===== config.mk =====
export PLATFORM = sky130hd
export DESIGN_NAME = fetch_queue_flat
export DESIGN_NICKNAME = d
export VERILOG_FILES = /design/src/rtl/fetch_queue_if.sv /design/src/rtl/fetch_queue.sv /design/src/flat_wrapper.sv
export SDC_FILE = /design/constraint.sdc
export NUM_CORES = 1
export LEC_CHECK = 0
export ABC_AREA = 1
export CORE_ASPECT_RATIO = 1.25
export CORE_MARGIN = 3
export CORE_UTILIZATION = 50
export DETAILED_ROUTE_END_ITERATION = 16
export PLACE_DENSITY = 0.76
export SLEW_MARGIN = 20
export SYNTH_ARGS = -nofsm -noshare
export SYNTH_HDL_FRONTEND = slang
export SYNTH_SLANG_ARGS = --single-unit

===== constraint.sdc =====
create_clock -name clk -period 7.74 [get_ports clk]
set_input_delay 1.548 -clock clk [delete_from_list [all_inputs] [get_ports clk]]
set_output_delay 1.548 -clock clk [all_outputs]
set_load 0.02 [all_outputs]

===== src/rtl/fetch_queue_if.sv =====
// rtl/fetch_queue_if.sv - fetch-to-decode packet handshake bundle for fetch_queue
interface fetch_queue_if #(
  parameter int DEPTH = 4
);
  localparam int AW = $clog2(DEPTH);

  logic        flush;
  logic        enq_valid;
  logic        enq_ready;
  logic [31:0] enq_instr;
  logic [31:0] enq_pc;
  logic [31:0] enq_pcp4;
  logic        enq_bp;
  logic [31:0] enq_btarget;
  logic        deq_valid;
  logic        deq_ready;
  logic [31:0] deq_instr;
  logic [31:0] deq_pc;
  logic [31:0] deq_pcp4;
  logic        deq_bp;
  logic [31:0] deq_btarget;
  logic [AW:0] count;

  modport master (
    output flush, enq_valid, enq_instr, enq_pc, enq_pcp4, enq_bp, enq_btarget, deq_ready,
    input  enq_ready, deq_valid, deq_instr, deq_pc, deq_pcp4, deq_bp, deq_btarget, count
  );

  modport slave (
    input  flush, enq_valid, enq_instr, enq_pc, enq_pcp4, enq_bp, enq_btarget, deq_ready,
    output enq_ready, deq_valid, deq_instr, deq_pc, deq_pcp4, deq_bp, deq_btarget, count
  );
endinterface


===== src/rtl/fetch_queue.sv =====
// rtl/fetch_queue.sv - fetch-to-decode decoupling FIFO with single-cycle mispredict flush
// Optional same-cycle empty-queue bypass enabled by FETCH_QUEUE_BYPASS_EN
module fetch_queue #(
  parameter int DEPTH = 4
) (
  input logic          clk,
  input logic          rst_n,
  fetch_queue_if.slave bus
);
  localparam int          AW   = $clog2(DEPTH);
  localparam logic [AW:0] FULL = (AW+1)'(DEPTH);
  localparam logic [31:0] NOP  = 32'h00000033;

  typedef struct packed {
    logic [31:0] instr;
    logic [31:0] pc;
    logic [31:0] pcp4;
    logic        bp;
    logic [31:0] btarget;
  } pkt_t;

  pkt_t          mem [DEPTH];
  logic [AW-1:0] head;
  logic [AW-1:0] tail;
  logic [AW:0]   count_q;

  pkt_t enq_pkt;
  pkt_t out_pkt;
  logic empty;
  logic bypass;
  logic enq_fire;
  logic deq_fire;
  logic wr_en;
  logic rd_en;

  always_comb begin
    enq_pkt.instr   = bus.enq_instr;
    enq_pkt.pc      = bus.enq_pc;
    enq_pkt.pcp4    = bus.enq_pcp4;
    enq_pkt.bp      = bus.enq_bp;
    enq_pkt.btarget = bus.enq_btarget;

    empty         = (count_q == '0);
    bus.enq_ready = (count_q != FULL);
`ifdef FETCH_QUEUE_BYPASS_EN
    bypass = empty & bus.enq_valid & ~bus.flush;
`else
    bypass = 1'b0;
`endif
    bus.deq_valid = ~empty | bypass;

    out_pkt = bypass ? enq_pkt : mem[head];
    if (!bus.deq_valid) begin
      out_pkt.instr   = NOP;
      out_pkt.pc      = '0;
      out_pkt.pcp4    = '0;
      out_pkt.bp      = 1'b0;
      out_pkt.btarget = '0;
    end
    bus.deq_instr   = out_pkt.instr;
    bus.deq_pc      = out_pkt.pc;
    bus.deq_pcp4    = out_pkt.pcp4;
    bus.deq_bp      = out_pkt.bp;
    bus.deq_btarget = out_pkt.btarget;
    bus.count       = count_q;

    // A bypassed packet consumed in the same cycle never touches storage.
    enq_fire = bus.enq_valid & bus.enq_ready;
    deq_fire = bus.deq_valid & bus.deq_ready;
    wr_en    = enq_fire & ~(bypass & bus.deq_ready) & ~bus.flush;
    rd_en    = deq_fire & ~bypass & ~bus.flush;
  end

  always_ff @(posedge clk) begin
    if (!rst_n) begin
      head    <= '0;
      tail    <= '0;
      count_q <= '0;
    end else if (bus.flush) begin
      head    <= '0;
      tail    <= '0;
      count_q <= '0;
    end else begin
      if (wr_en) tail <= tail + AW'(1);
      if (rd_en) head <= head + AW'(1);
      count_q <= count_q + (AW+1)'(wr_en) - (AW+1)'(rd_en);
    end
  end

  always_ff @(posedge clk) begin
    if (rst_n && wr_en) mem[tail] <= enq_pkt;
  end
endmodule


===== src/flat_wrapper.sv =====
// flat-port wrapper written by rule: the top's interface ports become plain ports
module fetch_queue_flat 
#(
  parameter int DEPTH = 4
)
  (clk, rst_n, bus_flush, bus_enq_valid, bus_enq_instr, bus_enq_pc, bus_enq_pcp4, bus_enq_bp, bus_enq_btarget, bus_deq_ready, bus_enq_ready, bus_deq_valid, bus_deq_instr, bus_deq_pc, bus_deq_pcp4, bus_deq_bp, bus_deq_btarget, bus_count);
  fetch_queue_if #(.DEPTH(DEPTH)) bus_i ();
  input logic clk;
  input logic rst_n;
  input wire logic [$bits(bus_i.flush)-1:0] bus_flush;
  input wire logic [$bits(bus_i.enq_valid)-1:0] bus_enq_valid;
  input wire logic [$bits(bus_i.enq_instr)-1:0] bus_enq_instr;
  input wire logic [$bits(bus_i.enq_pc)-1:0] bus_enq_pc;
  input wire logic [$bits(bus_i.enq_pcp4)-1:0] bus_enq_pcp4;
  input wire logic [$bits(bus_i.enq_bp)-1:0] bus_enq_bp;
  input wire logic [$bits(bus_i.enq_btarget)-1:0] bus_enq_btarget;
  input wire logic [$bits(bus_i.deq_ready)-1:0] bus_deq_ready;
  output wire logic [$bits(bus_i.enq_ready)-1:0] bus_enq_ready;
  output wire logic [$bits(bus_i.deq_valid)-1:0] bus_deq_valid;
  output wire logic [$bits(bus_i.deq_instr)-1:0] bus_deq_instr;
  output wire logic [$bits(bus_i.deq_pc)-1:0] bus_deq_pc;
  output wire logic [$bits(bus_i.deq_pcp4)-1:0] bus_deq_pcp4;
  output wire logic [$bits(bus_i.deq_bp)-1:0] bus_deq_bp;
  output wire logic [$bits(bus_i.deq_btarget)-1:0] bus_deq_btarget;
  output wire logic [$bits(bus_i.count)-1:0] bus_count;
  assign bus_i.flush = bus_flush;
  assign bus_i.enq_valid = bus_enq_valid;
  assign bus_i.enq_instr = bus_enq_instr;
  assign bus_i.enq_pc = bus_enq_pc;
  assign bus_i.enq_pcp4 = bus_enq_pcp4;
  assign bus_i.enq_bp = bus_enq_bp;
  assign bus_i.enq_btarget = bus_enq_btarget;
  assign bus_i.deq_ready = bus_deq_ready;
  assign bus_enq_ready = bus_i.enq_ready;
  assign bus_deq_valid = bus_i.deq_valid;
  assign bus_deq_instr = bus_i.deq_instr;
  assign bus_deq_pc = bus_i.deq_pc;
  assign bus_deq_pcp4 = bus_i.deq_pcp4;
  assign bus_deq_bp = bus_i.deq_bp;
  assign bus_deq_btarget = bus_i.deq_btarget;
  assign bus_count = bus_i.count;
  fetch_queue #(.DEPTH(DEPTH)) u_core (.clk(clk), .rst_n(rst_n), .bus(bus_i));
endmodule

# Word level (Yosys, flattened, before mapping)
# Memories as Yosys holds them, arrays and structs flattened. A register that Yosys moved wholly into a read port is not among the register bits.
# Index checks and enable logic that the tools add are counted.
totals:
  reg_bits: 7
  ramBits: 516
  in_bits: 134
  output_inout_bits: 134
  word_cells: 24
  memories: 1
op_classes:
  addsub: 4
  eq_ne: 1
  mux: 5
  bitwise_logic: 7
  n_reduce_logical: 3
memory_table:
  columns: ["name", "words", "width", "rd", "rd_clocked_by_memory_dff", "wr", "line_no", "rtl"]
  rows:
  - ["u_core.mem", 4, 129, 1, 1, 1, "fetch_queue.sv:22", "pkt_t mem [DEPTH];"]
ops:
  columns: ["op", "count"]
  rows:
  - ["2-to-1 mux 129 bit", 1]
  - ["adder 2 x 1 -> 2 bit, second input constant", 2]
  - ["AND 1 bit", 4]
  - ["2-to-1 mux 2 bit", 2]
  - ["adder 3 x 1 -> 3 bit", 1]
  - ["logical NOT 3 bit", 1]
  - ["inequality test 3 bit, second input constant", 1]
  - ["NOT 1 bit", 3]
  - ["subtractor 3 x 1 -> 3 bit", 1]
  - ["2-to-1 mux 1 bit", 2]
  - ["OR reduction 2 bit", 1]
  - ["logical AND 1 bit", 1]

# Logic depth before layout (Yosys ltp)
# Gate-level depths: netlist (run 1).
logic_depth:
  word_depth: 6
  depth_mapped: 11
  mapped_depth_nobuf: 11

# Worst setup path before layout (run 1)
# OpenSTA, ideal clock, no wires.
synth_path:
  kind: "in2reg"
  from: "in bus_flush"
  to: "mem u_core.mem[0][0] (netlist bit), enable pin"
  setup_time_ns: 0.618
  arrival_time_ns: 7.227
  required_ns: 7.122
  slack_ns: -0.105
  path_stages: 5
  n_path_buf: 0
  path_cell_list: "inv_1 -> nand3_1 -> inv_1 -> nand2_1 -> nor2_1"
synth_via:
  elab_chain_cells: 5
synth_rtl:
  columns: ["element", "line_no", "rtl"]
  rows:
  - ["start: declaration", "flat_wrapper.sv:10", "input wire logic [$bits(bus_i.flush)-1:0] bus_flush;"]
  - ["NOT 1 bit", "fetch_queue.sv:70", "wr_en = enq_fire & ~(bypass & bus.deq_ready) & ~bus.flush;"]
  - ["AND 1 bit", "fetch_queue.sv:70", null]
  - ["logical AND 1 bit", "fetch_queue.sv:91", "if (rst_n && wr_en) mem[tail] <= enq_pkt;"]
  - ["2-to-1 mux 1 bit", "fetch_queue.sv:91", null]
  - ["2-to-1 mux 1 bit (implied by the code)", "fetch_queue.sv:91", null]
  - ["end: declaration", "fetch_queue.sv:22", null]
# Every way passes these cells.

==> results_tabular.tex, run 1 <==
\begin{tabular}{lr}
\hline
Metric & Value \\
\hline
\multicolumn{2}{l}{\textbf{Status}} \\
\quad Result of the run & completed \\
\multicolumn{2}{l}{\textbf{Setup path}} \\
\quad CP Capture Type & output pin \\
\quad Slack of the worst reg-to-reg path & 4890 ps \\
\quad Delay of the slowest cell on the worst path & 770 ps \\
\quad Critical path buffers and inverters & 3 \\
\quad Highest-delay cell along the critical path & sky130\_fd\_sc\_hd\_\_buf\_4 \\
\quad Critical Path, Cell by Cell & inv\_4, buf\_4, nor2\_1, o21ai\_0, a21oi\_1, clkdlybuf4s50\_1 \\
\quad Kind of start point of the critical path & flop \\
\quad Worst-path maximum fanout & 66 \\
\quad Required time of the critical path & 6190 ps \\
\quad Setup Crit Path Kind & flop to output pin \\
\quad Top Family by Delay on Critical Path & buffers and inverters \\
\quad Arr. time, crit path & 3600 ps \\
\multicolumn{2}{l}{\textbf{Floorplanning}} \\
\quad Number of rows created at floorplan & 82 \\
\quad Ports & 268 \\
\quad Starting density of the core & 50.8\% \\
\quad Die boundary height & 232 um \\
\quad Core Footprint & 0.0403 mm\^{}2 \\
\quad Die width & 187 um \\
\quad Area of the die & 0.0435 mm\^{}2 \\
\multicolumn{2}{l}{\textbf{Placement}} \\
\quad Setup Slack @ Placement & 3170 ps \\
\quad Placer congestion estimate & 0.844 \\
\quad PortBufs & 267 \\
\quad Placed wire-length estimate & 25900 um \\
\quad Placed instance count & 2319 \\
\multicolumn{2}{l}{\textbf{STA}} \\
\quad Post-route fraction of the period consumed by the critical path & 66.5\% \\
\quad Setup violation total in the final timing report & 0 \\
\quad Fin. Hold Viols & 0 \\
\quad Final count of pins violating max slew & 0 \\
\quad Worst Tran Pin Value & 1090 ps \\
\quad Upper clock frequency limit & 194 MHz \\
\quad Worst slew slack as a fraction of its limit & 27.7\% \\
\quad Final worst setup slack & 2590 ps \\
\quad Setup repair after global routing missed its margin & no \\
\quad Worst-case clock skew & 24.6 ps \\
\quad Min Clock Period, post-route & 5150 ps \\
\multicolumn{2}{l}{\textbf{Global routing}} \\
\quad Global-route wire length before repair & 72100 um \\
\quad Number of global-route vias before repair & 13.1k \\
\quad Total gr overflow & 0 \\
\quad Antenna violations before repair & 7 \\
\quad GR Util All Layers & 21.2\% \\
\quad Maximum number of pins on one net before global-route repair & 237 \\
\multicolumn{2}{l}{\textbf{Cells and area}} \\
\quad Share of cells above drive strength 1 & 5.06\% \\
\quad Fin nets & 1967 \\
\quad Fill cell total of the finished layout & 2968 \\
\quad Leading cell types in the layout, fill and taps excluded & 516 x sky130\_fd\_sc\_hd\_\_edfxtp\_1, 508 x sky130\_fd\_sc\_hd\_\_nor2\_1, 267 x sky130\_fd\_sc\_hd\_\_clkdlybuf4s50\_1 \\
\quad Non-filler cells, final & 2409 \\
\quad Most frequent standard cell in the layout excluding fill and tap cells & sky130\_fd\_sc\_hd\_\_edfxtp\_1 \\
\quad Layout overhead on the synthesized area & 22.1\% \\
\multicolumn{2}{l}{\textbf{Clocking}} \\
\quad Hold Buf Count CTS & 0 \\
\quad Clk Tree Root Cell & sky130\_fd\_sc\_hd\_\_clkbuf\_16 \\
\quad Total CTS buffers & 50 \\
\quad Maximum buffer depth of the clock tree & 3 \\
\quad TritonCTS Sinks & 525 \\
\quad Count of H-tree levels built during CTS & 2 \\
\quad Clock transition at the registers of the reported paths & 60 ps \\
\quad TritonCTS clock tree & done \\
\quad Source-to-sink clock delay at the later pin of the worst-skew pair & 560 ps \\
\quad Setup fix buffers added after clock tree synthesis & 0 \\
\quad Cts repair resizes & 0 \\
\multicolumn{2}{l}{\textbf{Power}} \\
\quad Internal power of the cells & 0.00464 W \\
\quad Power density over cell area & 233 mW/mm\^{}2 \\
\quad Switching power as a share of total power & 20.5\% \\
\quad Portion of total power attributed to sequential cells & 54.3\% \\
\quad Leakage power summed over all cells & 8.28 nW \\
\quad Fraction of power consumed by the clock network & 39.7\% \\
\quad Switching power of the nets & 0.00119 W \\
\quad Proportion of power drawn by combinational gates & 6.0\% \\
\quad Worst VDD drop & 0.201 mV \\
\multicolumn{2}{l}{\textbf{Logic synthesis}} \\
\quad Unique masters post-synth & 22 \\
\quad Cell area after synthesis & 0.0205 mm\^{}2 \\
\quad Post-synthesis register bit count & 525 \\
\quad Synthesized instance count & 1591 \\
\quad Yosys synthesis warning count & 0 \\
\quad Dominant synthesized flop cell & sky130\_fd\_sc\_hd\_\_edfxtp\_1 \\
\quad Register area share after synthesis & 76.5\% \\
\quad Total nets after synthesis & 1732 \\
\quad Mean instance size in the synthesized netlist & 12.9 um\^{}2 \\
\quad Share of flip-flops with an asynchronous set or reset & 0\% \\
\quad Number of enable flip-flop cells after synthesis & 516 \\
\multicolumn{2}{l}{\textbf{Min path}} \\
\quad Hold WC Path Type & flop to flop \\
\multicolumn{2}{l}{\textbf{Drt}} \\
\quad Starting DRT DRC Count & 1179 \\
\quad DR vias & 13.1k \\
\quad Remaining number of nets flagged by the antenna check after routing & 0 \\
\quad Number of optimization iterations in the first detailed-route pass & 7 \\
\quad Routed WL per cell & 19.6 um \\
\quad Residual DRC & 0 \\
\quad Post-DR vias/cell & 5.43 \\
\quad Wire length reported by the detailed router & 47300 um \\
\multicolumn{2}{l}{\textbf{Flow run}} \\
\quad Max-cap check violation count & 0 \\
\hline
\end{tabular}
==> kinds of logic (layout without fill, tap and decap cells) <==
family / after synthesis / after routing / share of synthesized area, %
other: 0 / 4 / 0
adder cells (fa/ha/maj): 7 / 7 / 0.464
flip-flops: 525 / 525 / 76.5
buffers and inverters: 119 / 387 / 3.35
AND/OR/NAND/NOR: 548 / 548 / 10.1
AO/OA/AOI/OAI: 392 / 392 / 9.58
==> per-layer routing <==
metal | track usage [%] | wire length (um) | part of all wire (%) | up-vias
met1 | 25.6 | 17800 | 38 | 6380
li1 | - | - | - | 6116
met4 | 8.48 | 1380 | 2.9 | 8
met5 | 0 | 55 | 0.12 | -
met2 | 37.5 | 24800 | 52 | 481
met3 | 4.20 | 3220 | 6.8 | 88
==> worst min-delay path, stage by stage, from the launching register on <==
cell                      delay (ps)
sky130_fd_sc_hd__dfxtp_1         340
sky130_fd_sc_hd__nand2_1          70
sky130_fd_sc_hd__a21oi_1          50
==> worst paths after layout <==
| path | startpoint | endpoint | cells after the start |
|---|---|---|---|
| hold reg to reg | u_core.tail[0]$_SDFFE_PP0N_ | u_core.tail[0]$_SDFFE_PP0N_ | 2 |
| setup reg to reg | u_core.bus.count[1]$_SDFF_PP0_ | u_core.mem[1][68]$_DFFE_PP_ | 7 |
| hold / removal | u_core.tail[0]$_SDFFE_PP0N_ | u_core.tail[0]$_SDFFE_PP0N_ | 2 |
| setup / recovery | flop | bus_deq_instr[23] | 6 |
==> synth_stat cells (9+ instances only) <==
master	n	share of area (%)
sky130_fd_sc_hd__edfxtp_1	516	76
sky130_fd_sc_hd__nor2_1	512	9.4
sky130_fd_sc_hd__o21ai_0	229	5.6
sky130_fd_sc_hd__a21oi_1	137	3.3
sky130_fd_sc_hd__buf_2	30	0.73
sky130_fd_sc_hd__nand2_1	30	0.55
sky130_fd_sc_hd__o21ai_1	26	0.64
sky130_fd_sc_hd__clkbuf_1	22	0.40
sky130_fd_sc_hd__inv_1	18	0.33
sky130_fd_sc_hd__buf_6	17	0.93
sky130_fd_sc_hd__buf_4	13	0.48
sky130_fd_sc_hd__clkbuf_2	13	0.32
sky130_fd_sc_hd__dfxtp_1	9	0.88
==> state kept, by name (all words and copies together) (netlist names), named ones only <==
signal	flops
u_core.tail	2
u_core.head	2
u_core.bus.count	3
u_core.mem	516
==> through the flow <==
| step | utilization (%) | setup TNS, ps | total power (W) | hold slack, ps | instance area (um^2) |
|---|---|---|---|---|---|
| final | 62.0 | 0 | 0.00583 | 508 | 25000 |
| after global routing | 62.0 | 0 | 0.00602 | 537 | 25000 |
| after CTS | 61.9 | 0 | 0.00587 | 514 | 25000 |
| after detailed placement | 58.1 | 0 | 0.00358 | 489 | 23400 |
| after global placement | 58.1 | 0 | 0.00357 | 475 | 23400 |
| after floorplan | - | -54330 | 0.00338 | 462 | 20500 |
==> final cells by class <==
class                   instances  area [um^2]  share of cell area (%)
multi-input cells             947         4150                    16.6
inverters                      21         91.3                   0.365
repair buffers                281         2840                    11.3
flip-flops and latches        525        15700                    62.7
diodes                          4         10.0                  0.0400
clock buffers                  58         1300                    5.21
well taps                     546          683                    2.73
clock inverters                27          246                   0.986
==> power by group through the flow <==
stage / Sequential, W / Clock (W) / Combinational, W
3_3_place_gp: 0.00323 / 0 / 0.000344
3_5_place_dp: 0.00323 / 0 / 0.000352
6_report: 0.00317 / 0.00231 / 0.000353
4_1_cts: 0.00317 / 0.00235 / 0.000354
5_1_grt: 0.00317 / 0.00247 / 0.000378
2_1_floorplan: 0.00323 / 0 / 0.000150
No activity file was read; power rests on OpenSTA's default activity.
==> inputs of run 2 (changes only) <==
--- a/config.mk
+++ b/config.mk
@@ -8,9 +8,9 @@
 export ABC_AREA = 1
 export CORE_ASPECT_RATIO = 1.25
 export CORE_MARGIN = 3
-export CORE_UTILIZATION = 50
+export CORE_UTILIZATION = 55
 export DETAILED_ROUTE_END_ITERATION = 16
-export PLACE_DENSITY = 0.76
+export PLACE_DENSITY = 0.8
 export SLEW_MARGIN = 20
 export SYNTH_ARGS = -nofsm -noshare
 export SYNTH_HDL_FRONTEND = slang
==> constraint.sdc (replaced) <==
create_clock -name clk -period 5.1 [get_ports clk]
set_input_delay 1.02 -clock clk [delete_from_list [all_inputs] [get_ports clk]]
set_output_delay 1.02 -clock clk [all_outputs]
set_load 0.02 [all_outputs]
==> run 2 against run 1 <==
Net effect: worst hold slack better by 4.8 ps; count of clock-buffer cells in the layout up 4; die area down 8.8%; setup slack worse by 2000 ps; global-route usage up 1.9 points; combinational power up 52%; routed wire length down 1.7%; sequential cell count unchanged; via count up 1.1%.
==> results_tabular.tex, run 2 (synthesis gave the netlist of run 1 again) <==
\begin{tabular}{lr}
\hline
Metric & Value \\
\hline
\multicolumn{2}{l}{\textbf{Clocking}} \\
\quad Setup fix buffers added after clock tree synthesis & 0 \\
\quad TritonCTS clock tree & done \\
\quad Count of H-tree levels built during CTS & 2 \\
\quad Hold Buf Count CTS & 0 \\
\quad Clock transition at the registers of the reported paths & 60 ps \\
\quad Total CTS buffers & 47 \\
\quad TritonCTS Sinks & 525 \\
\quad Maximum buffer depth of the clock tree & 3 \\
\quad Source-to-sink clock delay at the later pin of the worst-skew pair & 550 ps \\
\quad Clk Tree Root Cell & sky130\_fd\_sc\_hd\_\_clkbuf\_16 \\
\quad Cts repair resizes & 0 \\
\multicolumn{2}{l}{\textbf{Global routing}} \\
\quad GR met3 Demand/Resource & 4.06\% \\
\quad Met2 Resource Use GR & 40.1\% \\
\quad Grt peak-use layer & met2 \\
\quad GR Util All Layers & 23.1\% \\
\quad Maximum number of pins on one net before global-route repair & 130 \\
\quad Global-route wire length before repair & 71200 um \\
\quad Total gr overflow & 0 \\
\quad Antenna violations before repair & 8 \\
\quad Met1 Usage GRT & 28.7\% \\
\quad Number of global-route vias before repair & 13.5k \\
\multicolumn{2}{l}{\textbf{STA}} \\
\quad Final worst setup slack & 555 ps \\
\quad Setup violation total in the final timing report & 0 \\
\quad Final count of pins violating max slew & 0 \\
\quad Worst Tran Pin Value & 1020 ps \\
\quad Setup Total Neg Slack & 0 ps \\
\quad Fin. Hold Viols & 0 \\
\quad Min Clock Period, post-route & 4550 ps \\
\quad Worst hold slack & 513 ps \\
\quad Post-route fraction of the period consumed by the critical path & 89.1\% \\
\quad Upper clock frequency limit & 220 MHz \\
\quad Worst-case clock skew & 11.9 ps \\
\quad Worst slew slack as a fraction of its limit & 32.0\% \\
\quad Setup repair after global routing missed its margin & no \\
\multicolumn{2}{l}{\textbf{Floorplanning}} \\
\quad Die boundary height & 222 um \\
\quad Area of the die & 0.0396 mm\^{}2 \\
\quad Starting density of the core & 56.1\% \\
\quad Number of rows created at floorplan & 78 \\
\quad Die width & 179 um \\
\quad Core Footprint & 0.0365 mm\^{}2 \\
\quad Ports & 268 \\
\multicolumn{2}{l}{\textbf{Cells and area}} \\
\quad Most flops, register & u\_core.mem \\
\quad Most frequent standard cell in the layout excluding fill and tap cells & sky130\_fd\_sc\_hd\_\_edfxtp\_1 \\
\quad Layout overhead on the synthesized area & 21.4\% \\
\quad Leading cell types in the layout, fill and taps excluded & 516 x sky130\_fd\_sc\_hd\_\_edfxtp\_1, 508 x sky130\_fd\_sc\_hd\_\_nor2\_1, 267 x sky130\_fd\_sc\_hd\_\_clkdlybuf4s50\_1 \\
\quad Flip-flop count of the largest register after layout & 516 \\
\quad Non-filler cells, final & 2348 \\
\quad Fin nets & 1969 \\
\quad Final cell utilization of the core & 68.2\% \\
\quad Share of cells above drive strength 1 & 4.72\% \\
\multicolumn{2}{l}{\textbf{Drt}} \\
\quad Number of optimization iterations in the first detailed-route pass & 7 \\
\quad Routed WL per cell & 19.8 um \\
\quad DR vias & 13.2k \\
\quad Post-DR vias/cell & 5.63 \\
\quad Wire length reported by the detailed router & 46500 um \\
\quad Starting DRT DRC Count & 1055 \\
\quad Remaining number of nets flagged by the antenna check after routing & 0 \\
\quad Residual DRC & 0 \\
\multicolumn{2}{l}{\textbf{Setup path}} \\
\quad Reg2reg start & u\_core.bus.count[1]\$\_SDFF\_PP0\_ \\
\quad Required time of the critical path & 4080 ps \\
\quad Slack of the worst reg-to-reg path & 2510 ps \\
\quad CP Capture Type & output pin \\
\quad Worst setup path endpoint & bus\_deq\_pc[19] \\
\quad Worst-path maximum fanout & 90 \\
\quad Setup Crit Path Kind & flop to output pin \\
\quad Kind of start point of the critical path & flop \\
\quad Number of cell instances on the worst register-to-register path & 7 \\
\quad Destination of the worst register-to-register timing path & u\_core.mem[0][85]\$\_DFFE\_PP\_ \\
\quad Arr. time, crit path & 3530 ps \\
\multicolumn{2}{l}{\textbf{Flow run}} \\
\quad Max-cap check violation count & 0 \\
\multicolumn{2}{l}{\textbf{Status}} \\
\quad Result of the run & completed \\
\multicolumn{2}{l}{\textbf{Placement}} \\
\quad PortBufs & 267 \\
\quad Setup Slack @ Placement & 1170 ps \\
\quad Placed instance count & 2259 \\
\quad Placed wire-length estimate & 26100 um \\
\quad Placer congestion estimate & 0.793 \\
\multicolumn{2}{l}{\textbf{Power}} \\
\quad Power density over cell area & 347 mW/mm\^{}2 \\
\quad Leakage power summed over all cells & 8.26 nW \\
\quad Worst VDD drop & 0.294 mV \\
\multicolumn{2}{l}{\textbf{Min path}} \\
\quad Hold WC Path Type & flop to flop \\
\hline
\end{tabular}
==> run 2: changes by cell type in the layout (fill, tap and decap cells not counted), moves of 2 or more <==
cell,previous run,this run
sky130_fd_sc_hd__buf_12,3,8
sky130_fd_sc_hd__bufinv_16,4,2
sky130_fd_sc_hd__clkbuf_1,7,13
sky130_fd_sc_hd__clkbuf_16,51,49
sky130_fd_sc_hd__clkinv_1,8,12
sky130_fd_sc_hd__clkinv_2,8,6
sky130_fd_sc_hd__clkinvlp_4,4,1
sky130_fd_sc_hd__inv_6,3,1
==> run 2: how the worst min path moves through the flow <==
stage	slack, ps	to	cells past startpoint	startpoint
final	510	u_core.tail[0]$_SDFFE_PP0N_	2	u_core.tail[0]$_SDFFE_PP0N_
after CTS	520	u_core.tail[0]$_SDFFE_PP0N_	2	u_core.tail[0]$_SDFFE_PP0N_
after floorplan	460	flop	2	u_core.head[0]$_SDFFE_PP0P_
after detailed placement	510	u_core.head[0]$_SDFFE_PP0P_	2	u_core.head[0]$_SDFFE_PP0P_
after global placement	470	u_core.head[0]$_SDFFE_PP0P_	2	u_core.head[0]$_SDFFE_PP0P_
after global routing	540	u_core.tail[0]$_SDFFE_PP0N_	2	u_core.tail[0]$_SDFFE_PP0N_
==> run 2: stage by stage <==
stage               cell area, um^2  power [W]
floorplan                     20500    0.00513
detailed placement            23400    0.00543
finish                        24900    0.00863
global route                  24900    0.00889
CTS                           24900    0.00866
global placement              23400    0.00542
==> run 2: cell type report <==
cell class | count | area (um^2)
Inverter | 21 | 88.8
Timing Repair Buffer | 286 | 2920
Tap cell | 480 | 601
Fill cell | 2477 | 11600
Clock buffer | 62 | 1270
Multi-Input combinational cell | 947 | 4150
Clock inverter | 22 | 151
Sequential cell | 525 | 15700
Antenna cell | 5 | 12.5
==> run 2: where the power goes <==
group	internal (W)	switching, W	leakage (nW)
Clock	0.00185	0.00143	0.694
Sequential	0.00479	0.0000154	4.74
Combinational	0.000228	0.000309	2.83
Total	0.00687	0.00175	8.26
==> run 2: worst max-delay path: stages (launching register included) <==
cell and delay (ps):
sky130_fd_sc_hd__dfxtp_4 740, sky130_fd_sc_hd__buf_4 840, sky130_fd_sc_hd__nor2_1 180, sky130_fd_sc_hd__nor2_1 150
sky130_fd_sc_hd__o21ai_0 130, sky130_fd_sc_hd__a21oi_1 210, sky130_fd_sc_hd__clkdlybuf4s50_1 650
==> run 2: layer usage <==
layer  vias to the layer above  share of wire, %
met5                         -             0.088
met3                        93               7.4
met2                       565                52
met1                      6428                37
li1                       6121                 -
met4                         6               3.0
==> RTL change, RTL diff (config.mk and constraints of run 2) <==
Add a define of `FETCH_QUEUE_BYPASS_EN`.
--- a/src/rtl/fetch_queue.sv
+++ b/src/rtl/fetch_queue.sv
@@ -2,2 +2,4 @@
 // Optional same-cycle empty-queue bypass enabled by FETCH_QUEUE_BYPASS_EN
+`define FETCH_QUEUE_BYPASS_EN
+
 module fetch_queue #(
Check against the original RTL: not equivalent (a bounded check fails within 4 cycles, from zero or initial values).
==> RTL change against run 2 <==
  * First-iteration DRC count is 37% higher
  * Area after synthesis is 4.8% higher
  * Global-route usage is 0.10 points higher
  * Hold slack worse by 14 ps
  * Sequential cell count stayed put
  * Wire length is 6.2% higher
  * Die area is 4.7% higher
  * Non-clock buffer count is 5 higher
  * Worst setup slack better by 410 ps
  * Sequential share of layout area is 2.9 points lower
  * Design area is 4.8% higher
  * Power is 1.7% higher
  * Critical endpoint is now bus_deq_pcp4[12]
  * Largest cell class unchanged
  * Highest routed layer unchanged
==> RTL change: results (changes against run 2) <==
[clock_network]
cts_resized = 0  ; unchanged
numCtsBuffers = 48  ; was 47
cts.clk_slew.worst_paths_ps = 60  ; about the same

[synth]
synth_fp_nets = 2020  ; was 1732
ys_seq_area_share_pct = 73.0  ; was 76.5%
synth_common_cells = nand2_1 (779), edfxtp_1 (516), nand3_1 (384)  ; was edfxtp_1 (516), nor2_1 (512), o21ai_0 (229)
netlist-cell-type-count = 21  ; was 22
synth_compound_area_share_pct = 0.233  ; was 9.58%
yosys.area_share.adder_pct = 0.443  ; was 0.464%
synthCells = 1879  ; was 1591
synth_xor_area_share_pct = 0.0816  ; was 0%
synth.area.top_cells = edfxtp_1 (72%), nand2_1 (14%), nand3_1 (9.0%)  ; was edfxtp_1 (76%), nor2_1 (9.4%), o21ai_0 (5.6%)

[detailed_routing]
first_pass_iters = 6  ; was 7
wl_um = 49400  ; was 46500 um
via_per_inst = 5.59  ; was 5.63
detailroute.via_count = 14732  ; was 13213
drt-initial-drc-count = 1442  ; was 1055
met1_length_um = 19000  ; was 17400 um
wl_met2_um = 25900  ; was 24200 um

[critical_path]
worstRegToRegCells = 13  ; was 7
cp_slowest_cell = inv_6  ; was buf_4
cpPeakStageDelay_ps = 610  ; was 840 ps
arrival_ps = 3120  ; was 3530 ps
worstPathMaxFanout = 119  ; was 90

[global_routing]
use_met1_pct = 29.4  ; was 28.7%
antenna_found_initial = 2  ; was 8
first_global_vias = 14950  ; was 13493
grt_pass1_wl_um = 76200  ; was 71200 um
grt_start_max_net_pins = 259  ; was 130
grt_use_total_pct = 23.2  ; was 23.1%
use_met3_pct = 3.27  ; was 4.06%

[finish]
antenna_cells = 0  ; was 5
drive_gt1_share_pct = 4.90  ; was 4.72%
nets = 2249  ; was 1969
fill_cells = 2684  ; was 2477

[sta]
fin_worst_skew_ps = 8.72  ; was 11.9 ps
relSlewSlack_pct = 33.4  ; was 32.0%

[pwr]
p_comb_share_pct = 7.2  ; was 6.2%
clock_power_mw = 3.37  ; was 3.28 mW
p_leak_nw = 9.52  ; was 8.26 nW
vdd_ir_drop_max_mv = 0.274  ; was 0.294 mV
power.density_mw_per_mm2 = 336  ; was 347 mW/mm^2
p_sw_share_pct = 20.8  ; was 20.3%

[placement]
finalWeightedCongestion = 0.755  ; was 0.793
dpl_cell_area_sq_mm = 0.0246  ; was 0.0234 sq mm
dp_slack_ps = 963  ; was 1170 ps
dp_hpwl_um = 27600  ; was 26100 um

[run_status]
status = finished clean  ; unchanged

RTL change: cell types whose count changed after synthesis, sizes merged:
| cell | delta |
|---|---|
| a21oi | -135 |
| buf | +22 |
| clkbuf | -8 |
| inv | +11 |
| nand2 | +749 |
| nand3 | +380 |
| nand4 | -1 |
| nor2 | -485 |
| o21ai | -247 |
| xor2 | +2 |
RTL change: final timing paths:
| path | start | endpoint | slack (ps) |
|---|---|---|---|
| worst min-delay path | u_core.head[1]$_SDFFE_PP0P_ | flop | 500 |
| worst min register to register | u_core.head[1]$_SDFFE_PP0P_ | flop | 500 |
| worst max register to register | u_core.bus.count[1]$_SDFF_PP0_ | u_core.bus.count[2]$_SDFF_PP0_ | 1970 |
| worst max-delay path | flop | bus_deq_pcp4[12] | 960 |
RTL change: final cells by class:
cell class	instances	area share (%)
clock buffers	60	4.97
clock inverters	26	0.720
inverters	32	0.489
multi-input cells	1210	19.8
flip-flops and latches	525	60.1
well taps	492	2.36
repair buffers	291	11.5
